`config.mk`:
```
export PLATFORM = sky130hd
export DESIGN_NAME = restoring_divider
export DESIGN_NICKNAME = d
export VERILOG_FILES = /design/src/rtl/restoring_divider_pkg.sv /design/src/rtl/restoring_divider_trial_subtractor.sv /design/src/rtl/restoring_divider.sv
export SDC_FILE = /design/constraint.sdc
export NUM_CORES = 1
export LEC_CHECK = 0
export CAP_MARGIN = 5
export CELL_PAD_IN_SITES_DETAIL_PLACEMENT = 0
export CELL_PAD_IN_SITES_GLOBAL_PLACEMENT = 2
export CORE_MARGIN = 5
export CORE_UTILIZATION = 30
export CTS_CLUSTER_DIAMETER = 50
export DETAILED_ROUTE_END_ITERATION = 8
export HOLD_SLACK_MARGIN = 0.02
export PLACE_DENSITY = 0.83
export REMOVE_ABC_BUFFERS = 1
export SYNTH_ARGS = -nofsm -noshare
export SYNTH_HDL_FRONTEND = slang
export SYNTH_SLANG_ARGS = --single-unit
export TNS_END_PERCENT = 5
```
`constraint.sdc`:
```
create_clock -name clk -period 2.5 [get_ports clk]
set_input_delay 0.375 -clock clk [delete_from_list [all_inputs] [get_ports clk]]
set_output_delay 0.375 -clock clk [all_outputs]
set_load 0.01 [all_outputs]
```
`src/rtl/restoring_divider_pkg.sv`:
```
// Shared definitions for the restoring divider: state encoding, default
// operand width and the step-counter sizing rule.
package restoring_divider_pkg;

  typedef enum logic [1:0] {
    IDLE = 2'd0,
    CALC = 2'd1,
    DONE = 2'd2
  } state_t;

  localparam int DEFAULT_WIDTH = 4;

  // The step counter must be able to count 0..WIDTH.
  function automatic int counter_width(input int w);
    return $clog2(w + 1);
  endfunction

  localparam int DEFAULT_CNT_WIDTH = counter_width(DEFAULT_WIDTH);

endpackage

```
`src/rtl/restoring_divider_trial_subtractor.sv`:
```
// Combinational trial subtractor: a + ~b + 1 as a ripple chain of full-adder
// cells. A missing carry-out means the subtraction borrowed (a < b).
module trial_subtractor
  import restoring_divider_pkg::*;
#(
  parameter int N = DEFAULT_WIDTH + 1
) (
  input  logic [N-1:0] a,
  input  logic [N-1:0] b,
  output logic [N-1:0] diff,
  output logic         borrow
);

  logic [N:0]   carry;
  logic [N-1:0] b_inv;

  assign b_inv    = ~b;
  assign carry[0] = 1'b1;

  for (genvar i = 0; i < N; i++) begin : g_cell
    assign diff[i]    = a[i] ^ b_inv[i] ^ carry[i];
    assign carry[i+1] = (a[i] & b_inv[i]) | (a[i] & carry[i]) | (b_inv[i] & carry[i]);
  end

  assign borrow = ~carry[N];

endmodule

```
`src/rtl/restoring_divider.sv`:
```
// Sequential unsigned restoring divider. One trial subtraction per cycle in
// CALC; a zero divisor skips straight to DONE with the fixed fallback result.
module restoring_divider
  import restoring_divider_pkg::*;
#(
  parameter int WIDTH = DEFAULT_WIDTH
) (
  input  logic             clk,
  input  logic             rst,
  input  logic             start,
  input  logic [WIDTH-1:0] dividend,
  input  logic [WIDTH-1:0] divisor,
  output logic             busy,
  output logic             done,
  output logic [WIDTH-1:0] quotient,
  output logic [WIDTH-1:0] remainder,
  output logic             div_by_zero
);

  localparam int CW = counter_width(WIDTH);

  state_t           state;
  logic [CW-1:0]    step_cnt;
  logic [WIDTH:0]   part_rem;
  logic [WIDTH-1:0] dvd_reg;
  logic [WIDTH-1:0] dsr_reg;
  logic [WIDTH-1:0] quo_reg;

  logic [WIDTH:0]   shifted_rem;
  logic [WIDTH:0]   trial_diff;
  logic             trial_borrow;
  logic             take;
  logic [WIDTH:0]   next_rem;
  logic [WIDTH-1:0] next_quo;
  logic             last_step;

  // Partial remainder shifted left with the next dividend bit brought in.
  assign shifted_rem = (part_rem << 1) | (WIDTH+1)'(dvd_reg[WIDTH-1]);

  trial_subtractor #(.N(WIDTH + 1)) u_trial (
    .a      (shifted_rem),
    .b      ({1'b0, dsr_reg}),
    .diff   (trial_diff),
    .borrow (trial_borrow)
  );

  // Keep the difference only when it did not borrow; that bit is the quotient bit.
  assign take      = ~trial_borrow;
  assign next_rem  = take ? trial_diff : shifted_rem;
  assign next_quo  = (quo_reg << 1) | WIDTH'(take);
  assign last_step = (step_cnt == CW'(WIDTH - 1));

  // FSM, shift registers and registered outputs, all updated together.
  always_ff @(posedge clk) begin
    if (rst) begin
      state       <= IDLE;
      step_cnt    <= '0;
      part_rem    <= '0;
      dvd_reg     <= '0;
      dsr_reg     <= '0;
      quo_reg     <= '0;
      busy        <= 1'b0;
      done        <= 1'b0;
      quotient    <= '0;
      remainder   <= '0;
      div_by_zero <= 1'b0;
    end else begin
      case (state)
        IDLE: begin
          done <= 1'b0;
          if (start) begin
            dvd_reg  <= dividend;
            dsr_reg  <= divisor;
            part_rem <= '0;
            quo_reg  <= '0;
            step_cnt <= '0;
            if (divisor != '0) begin
              state <= CALC;
              busy  <= 1'b1;
            end else begin
              state       <= DONE;
              done        <= 1'b1;
              quotient    <= '1;
              remainder   <= dividend;
              div_by_zero <= 1'b1;
            end
          end
        end
        CALC: begin
          part_rem <= next_rem;
          dvd_reg  <= dvd_reg << 1;
          quo_reg  <= next_quo;
          step_cnt <= step_cnt + CW'(1);
          if (last_step) begin
            state       <= DONE;
            busy        <= 1'b0;
            done        <= 1'b1;
            quotient    <= next_quo;
            remainder   <= next_rem[WIDTH-1:0];
            div_by_zero <= 1'b0;
          end
        end
        DONE: begin
          state <= IDLE;
          done  <= 1'b0;
        end
        default: begin
          state <= IDLE;
          busy  <= 1'b0;
          done  <= 1'b0;
        end
      endcase
    end
  end

endmodule
```
Word-level counts from Yosys, hierarchy flattened
Cells that the tools add are included.
Storage, ports and cells
  flip-flop bits (word level): 31
  bits of input ports: 11
  output and inout bits: 11
Cells by class
  $add $sub $neg: 1
  equality and inequality tests: 7
  multiplexer cells: 32
  bitwise logic cells: 35
  reductions and logical operators: 8
Operator list (count)
  two-way mux 4 bit: 9
  case mux 4 bit (2 select lines): 4
  AND 1 bit: 13
  case mux 3 bit (2 select lines): 2
  bitwise OR 1 bit: 10
  two-way mux 1 bit: 8
  != test 2 bit (second input constant): 4
  AND reduction 4 bit: 2
  XOR 1 bit: 7
  two-way mux 2 bit: 3
  two-way mux 3 bit: 2
  AND reduction 2 bit: 3
  inverter 4 -> 5 bit: 1
  bitwise OR 5 x 1 -> 5 bit: 1
  bitwise OR 4 x 1 -> 4 bit: 1
  case mux 1 bit (2 select lines): 2
  case mux 2 bit (2 select lines): 1
  nonzero test 4 bit: 1
  adder 3 x 1 -> 3 bit (second input constant): 1
  equality test 3 x 2 -> 1 bit (second input constant): 1
  case mux 1 bit (3 select lines): 1
  equality test 2 x 1 -> 1 bit (second input constant): 1
  equality test 2 bit (second input constant): 1
  logical NOT 2 bit: 1
  other kinds (2): 3

Logic depth before layout (Yosys ltp)
  word-level depth: 19
  gate-level depth with buffers: 8
  gate-level depth less buffers: 8

Hierarchy
Synthesis repeated with hierarchy kept, for this count alone.
Second synthesis, totals
  cells, all modules: 160
  area, all modules: 1460.2 µm²
Modules (own cells, without submodules)
  restoring_divider: times used 1, cells each 145, area an instance 1330.0 µm², sequential area each 620.6 µm²
  trial_subtractor: times used 1, cells each 15, area an instance 130.1 µm², sequential area each 0.0 µm²

Worst setup path before layout
OpenSTA, ideal clock, no wires.
  kind: register to register
  start point: reg dvd_reg[3]
  end point: reg remainder[3]
  arrival time: 2.385 ns
  data required time: 2.412 ns
  setup slack: 0.026 ns
  cell stages (with the launch flop): 9
  buffers on the path: 0
  clock period less this slack: 2.474 ns
  cells stage by stage: dfxtp_1 inv_1 ha_1 fa_1 fa_1 fa_1 nor3b_1 a211o_1 a311oi_2
On the way
  cells in the longest elaborated chain, start to end: 19
  elaborated cells between the ends (all ways): 24
  those cells by class: mux (3); bitwise (21)
Ends and longest elaborated chain
  from (decl): line restoring_divider.sv:25  | logic [WIDTH-1:0] dvd_reg;
  from (signal assigned): line restoring_divider.sv:72  | dvd_reg <= dividend;
  from (signal assigned): line restoring_divider.sv:91  | dvd_reg <= dvd_reg << 1;
  bitwise OR 5 x 1 -> 5 bit (*): line restoring_divider.sv:38  | assign shifted_rem = (part_rem << 1) | (WIDTH+1)'(dvd_reg[WIDTH-1]);
  AND 1 bit: line restoring_divider_trial_subtractor.sv:22  | assign carry[i+1] = (a[i] & b_inv[i]) | (a[i] & carry[i]) | (b_inv[i] & carry[i]);
  bitwise OR 1 bit (*) (2 in series): line restoring_divider_trial_subtractor.sv:22
  AND 1 bit: line restoring_divider_trial_subtractor.sv:22
  bitwise OR 1 bit: line restoring_divider_trial_subtractor.sv:22
  bitwise OR 1 bit (*): line restoring_divider_trial_subtractor.sv:22
  AND 1 bit: line restoring_divider_trial_subtractor.sv:22
  bitwise OR 1 bit: line restoring_divider_trial_subtractor.sv:22
  bitwise OR 1 bit (*): line restoring_divider_trial_subtractor.sv:22
  AND 1 bit: line restoring_divider_trial_subtractor.sv:22
  bitwise OR 1 bit (2 in series): line restoring_divider_trial_subtractor.sv:22
  AND 1 bit: line restoring_divider_trial_subtractor.sv:22
  bitwise OR 1 bit (2 in series): line restoring_divider_trial_subtractor.sv:22
  two-way mux 4 bit (*): line restoring_divider.sv:49  | assign next_rem = take ? trial_diff : shifted_rem;
  two-way mux 4 bit (*): line restoring_divider.sv:94  | if (last_step) begin
  case mux 4 bit (2 select lines) (*): line restoring_divider.sv:68  | case (state)
  to (signal assigned): line restoring_divider.sv:84  | remainder <= dividend;
  to (signal assigned): line restoring_divider.sv:99  | remainder <= next_rem[WIDTH-1:0];
  to (decl): line restoring_divider.sv:16  | output logic [WIDTH-1:0] remainder,
Every way passes the cells marked *; elsewhere a longest branch is shown, timed or not. The select of a mux whose other input is x is not followed.
A chain may end at the register's enable or synchronous reset.

Worst setup path in the final report
Ends and elaborated chain as after synthesis.

==> reports/results.tsv <==
metric	value	unit
CTS tree	done	
Total Nets Final	182	
die area	6210	um^2
num rows	25	
Critical Path AT	2.61	ns
area leader, netlist	dfxtp_1	
most common cell after layout, fill and taps aside	dfxtp_1	
share of the synthesized area in the top cell type	43.7	%
Setup Skew	0.00779	ns
Post CTS Setup Buffer Count	0	
area grow syn2layout	27.8	%
clk slew on worst S/H paths	0.07	ns
crit end category	flop	
WL/cell	15.5	um
Hold Path Class	reg -> reg	
mapped cell area	1420	um^2
fmax	413	MHz
Worst Tran Pin Value	0.458	ns
Leak	0.000663	uW
number of synthesized flops with an enable pin	0	
VDD IR max	343	uV
largest net degree at the start of global routing	19	
initial DRC count	57	
sequential-to-total area share from yosys stat	43.7	%
HPWL after detailed placement	2520	um
synthesized area per cell	10.1	um^2
Gate Count Post-Synth	141	
grt total ovfl	0	
CTS root buf	clkbuf_8	
H-tree depth	2	
Hold Vio Cnt, Final	0	
antenna diode count	0	
critical path class	reg -> reg	
PwrDens	689	nW/um^2
first-pass GRT wire length	5730	um
First-pass DRT Iterations	4	
fin crit period	2.42	ns
post-DR vias/cell	5.23	
main flop type after synthesis	dfxtp_1	
most frequent cells in the layout	dfxtp_1 (30), clkdlybuf4s50_1 (21), nor2_1 (12)	
initial core utilization	30.5	%
RSZ-0062 raised after global routing	false	
number of hold buffers added after cts	0	
die height	78.8	um
Critical Path RT	2.69	ns
asr flop ratio synth	0	%
share of cells above drive strength 1	16.3	%
Total Wirelength	3400	um
CTS buffer count	5	
vias in the first global route	1158	
IO Count	22	
Fill cells	464	
startpoint types	flop	
RD Place Congestion	0.748	
CTS Sinks	31	
Port Buf Inserts	21	
Crit Path Max Fanout	5	
Max clock buf depth	2	
status	completed	
Yosys warning total	0	
crit share post-route	96.8	%
routed via count	1151	
final setup vio count	0	
gr usage total	11.8	%
Slew Limit Fails	0	
setup_tns	0	ns
main area contributors after synthesis	dfxtp_1 (44%), fa_1 (4.2%), a211oi_1 (4.2%)	
Hold WS	0.484	ns
antenna-violating nets left	0	
FF+latch count, synth	31	
relative slew slack	69.5	%
DRC errors left	0	
max-cap viol count	0	
initial antenna violation count	0	
Core Area	4660	um^2
DIE WIDTH	78.8	um
synth unique cells	36	
clk_lat worst skew	0.28	ns
[where the power goes]
| group | switching [uW] | internal [uW] |
|---|---|---|
| Clock | 187 | 322 |
| Sequential | 22.8 | 521 |
| Combinational | 104 | 94.7 |
| Total | 314 | 938 |
[logic make-up (layout without fill, tap and decap cells)]
logic type / Yosys count / count (layout) / share of synthesized area, %
compound gates: 45 / 45 / 25.3
mux: 5 / 5 / 3.52
simple gates: 38 / 38 / 15.1
buf+inv: 16 / 41 / 5.55
fa+ha+maj: 6 / 6 / 6.87
flops: 31 / 31 / 43.7
[layout make-up]
class / instances / area (um^2) / area share, %
multi-input cells: 94 / 731 / 40.2
flip-flops and latches: 31 / 622 / 34.3
repair buffers: 27 / 255 / 14.1
clock buffers: 6 / 82.6 / 4.55
well taps: 54 / 67.6 / 3.72
clock inverters: 2 / 35.0 / 1.93
inverters: 6 / 22.5 / 1.24
[critical path, stage by stage, from the launching register on]
cell and delay (ns):
dfxtp_2 0.32, inv_1 0.04, ha_2 0.18, fa_2 0.38, fa_2 0.35, fa_2 0.37
nor3b_1 0.15, a211o_1 0.31, a311oi_2 0.23
[layer usage]
layer | global-route usage, % | up-vias | share of wire [%]
li1 | - | 559 | -
met1 | 15.1 | 558 | 46
met2 | 19.1 | 30 | 49
met3 | 3.17 | 4 | 3.5
met4 | 4.20 | 0 | 1.1
met5 | 0 | - | 0
[Yosys cell counts (2+ instances only)]
master and count:
a211o_1 4, a211oi_1 8, a21oi_1 10, a22oi_1 5, a311oi_2 4, buf_2 3
buf_6 2, clkbuf_1 4, dfxtp_1 31, fa_1 3, ha_1 3, inv_1 6
mux2i_1 5, nand2_1 11, nand2b_1 3, nor2_1 12, nor3b_1 4, o21ai_0 3
o221a_1 3
[per-stage QoR]
step | total power [uW] | instance area, um^2 | instances | utilization, % | setup slack (ns)
finish | 1250 | 1820 | 220 | 39.0 | 0.0810
floorplan | 662 | 1360 | 131 | - | 0.0263
global route | 1320 | 1820 | 220 | 39.0 | 0.00357
global placement | 742 | 1690 | 212 | 36.2 | 0.0162
detailed placement | 748 | 1690 | 212 | 36.2 | -0.0869
CTS | 1270 | 1810 | 220 | 38.9 | -0.0112
[final timing paths]
check	startpoint	to	slack, ns	depth (start not counted)
worst max-delay path	dvd_reg[3]$_SDFFE_PP0P_	remainder[3]$_SDFFE_PP0P_	0.08	8
worst min-delay path	part_rem[1]$_SDFFE_PP0P_	part_rem[1]$_SDFFE_PP0P_	0.48	2
worst max register to register	dvd_reg[3]$_SDFFE_PP0P_	remainder[3]$_SDFFE_PP0P_	0.08	8
worst min register to register	part_rem[1]$_SDFFE_PP0P_	part_rem[1]$_SDFFE_PP0P_	0.48	2
[what timing repair did]
action	in CTS	in global routing
endpoints found under the setup margin	4	7
pin swaps	4	5
gates resized for setup	3	2
Note: power is estimated with default switching activity, not from simulation.
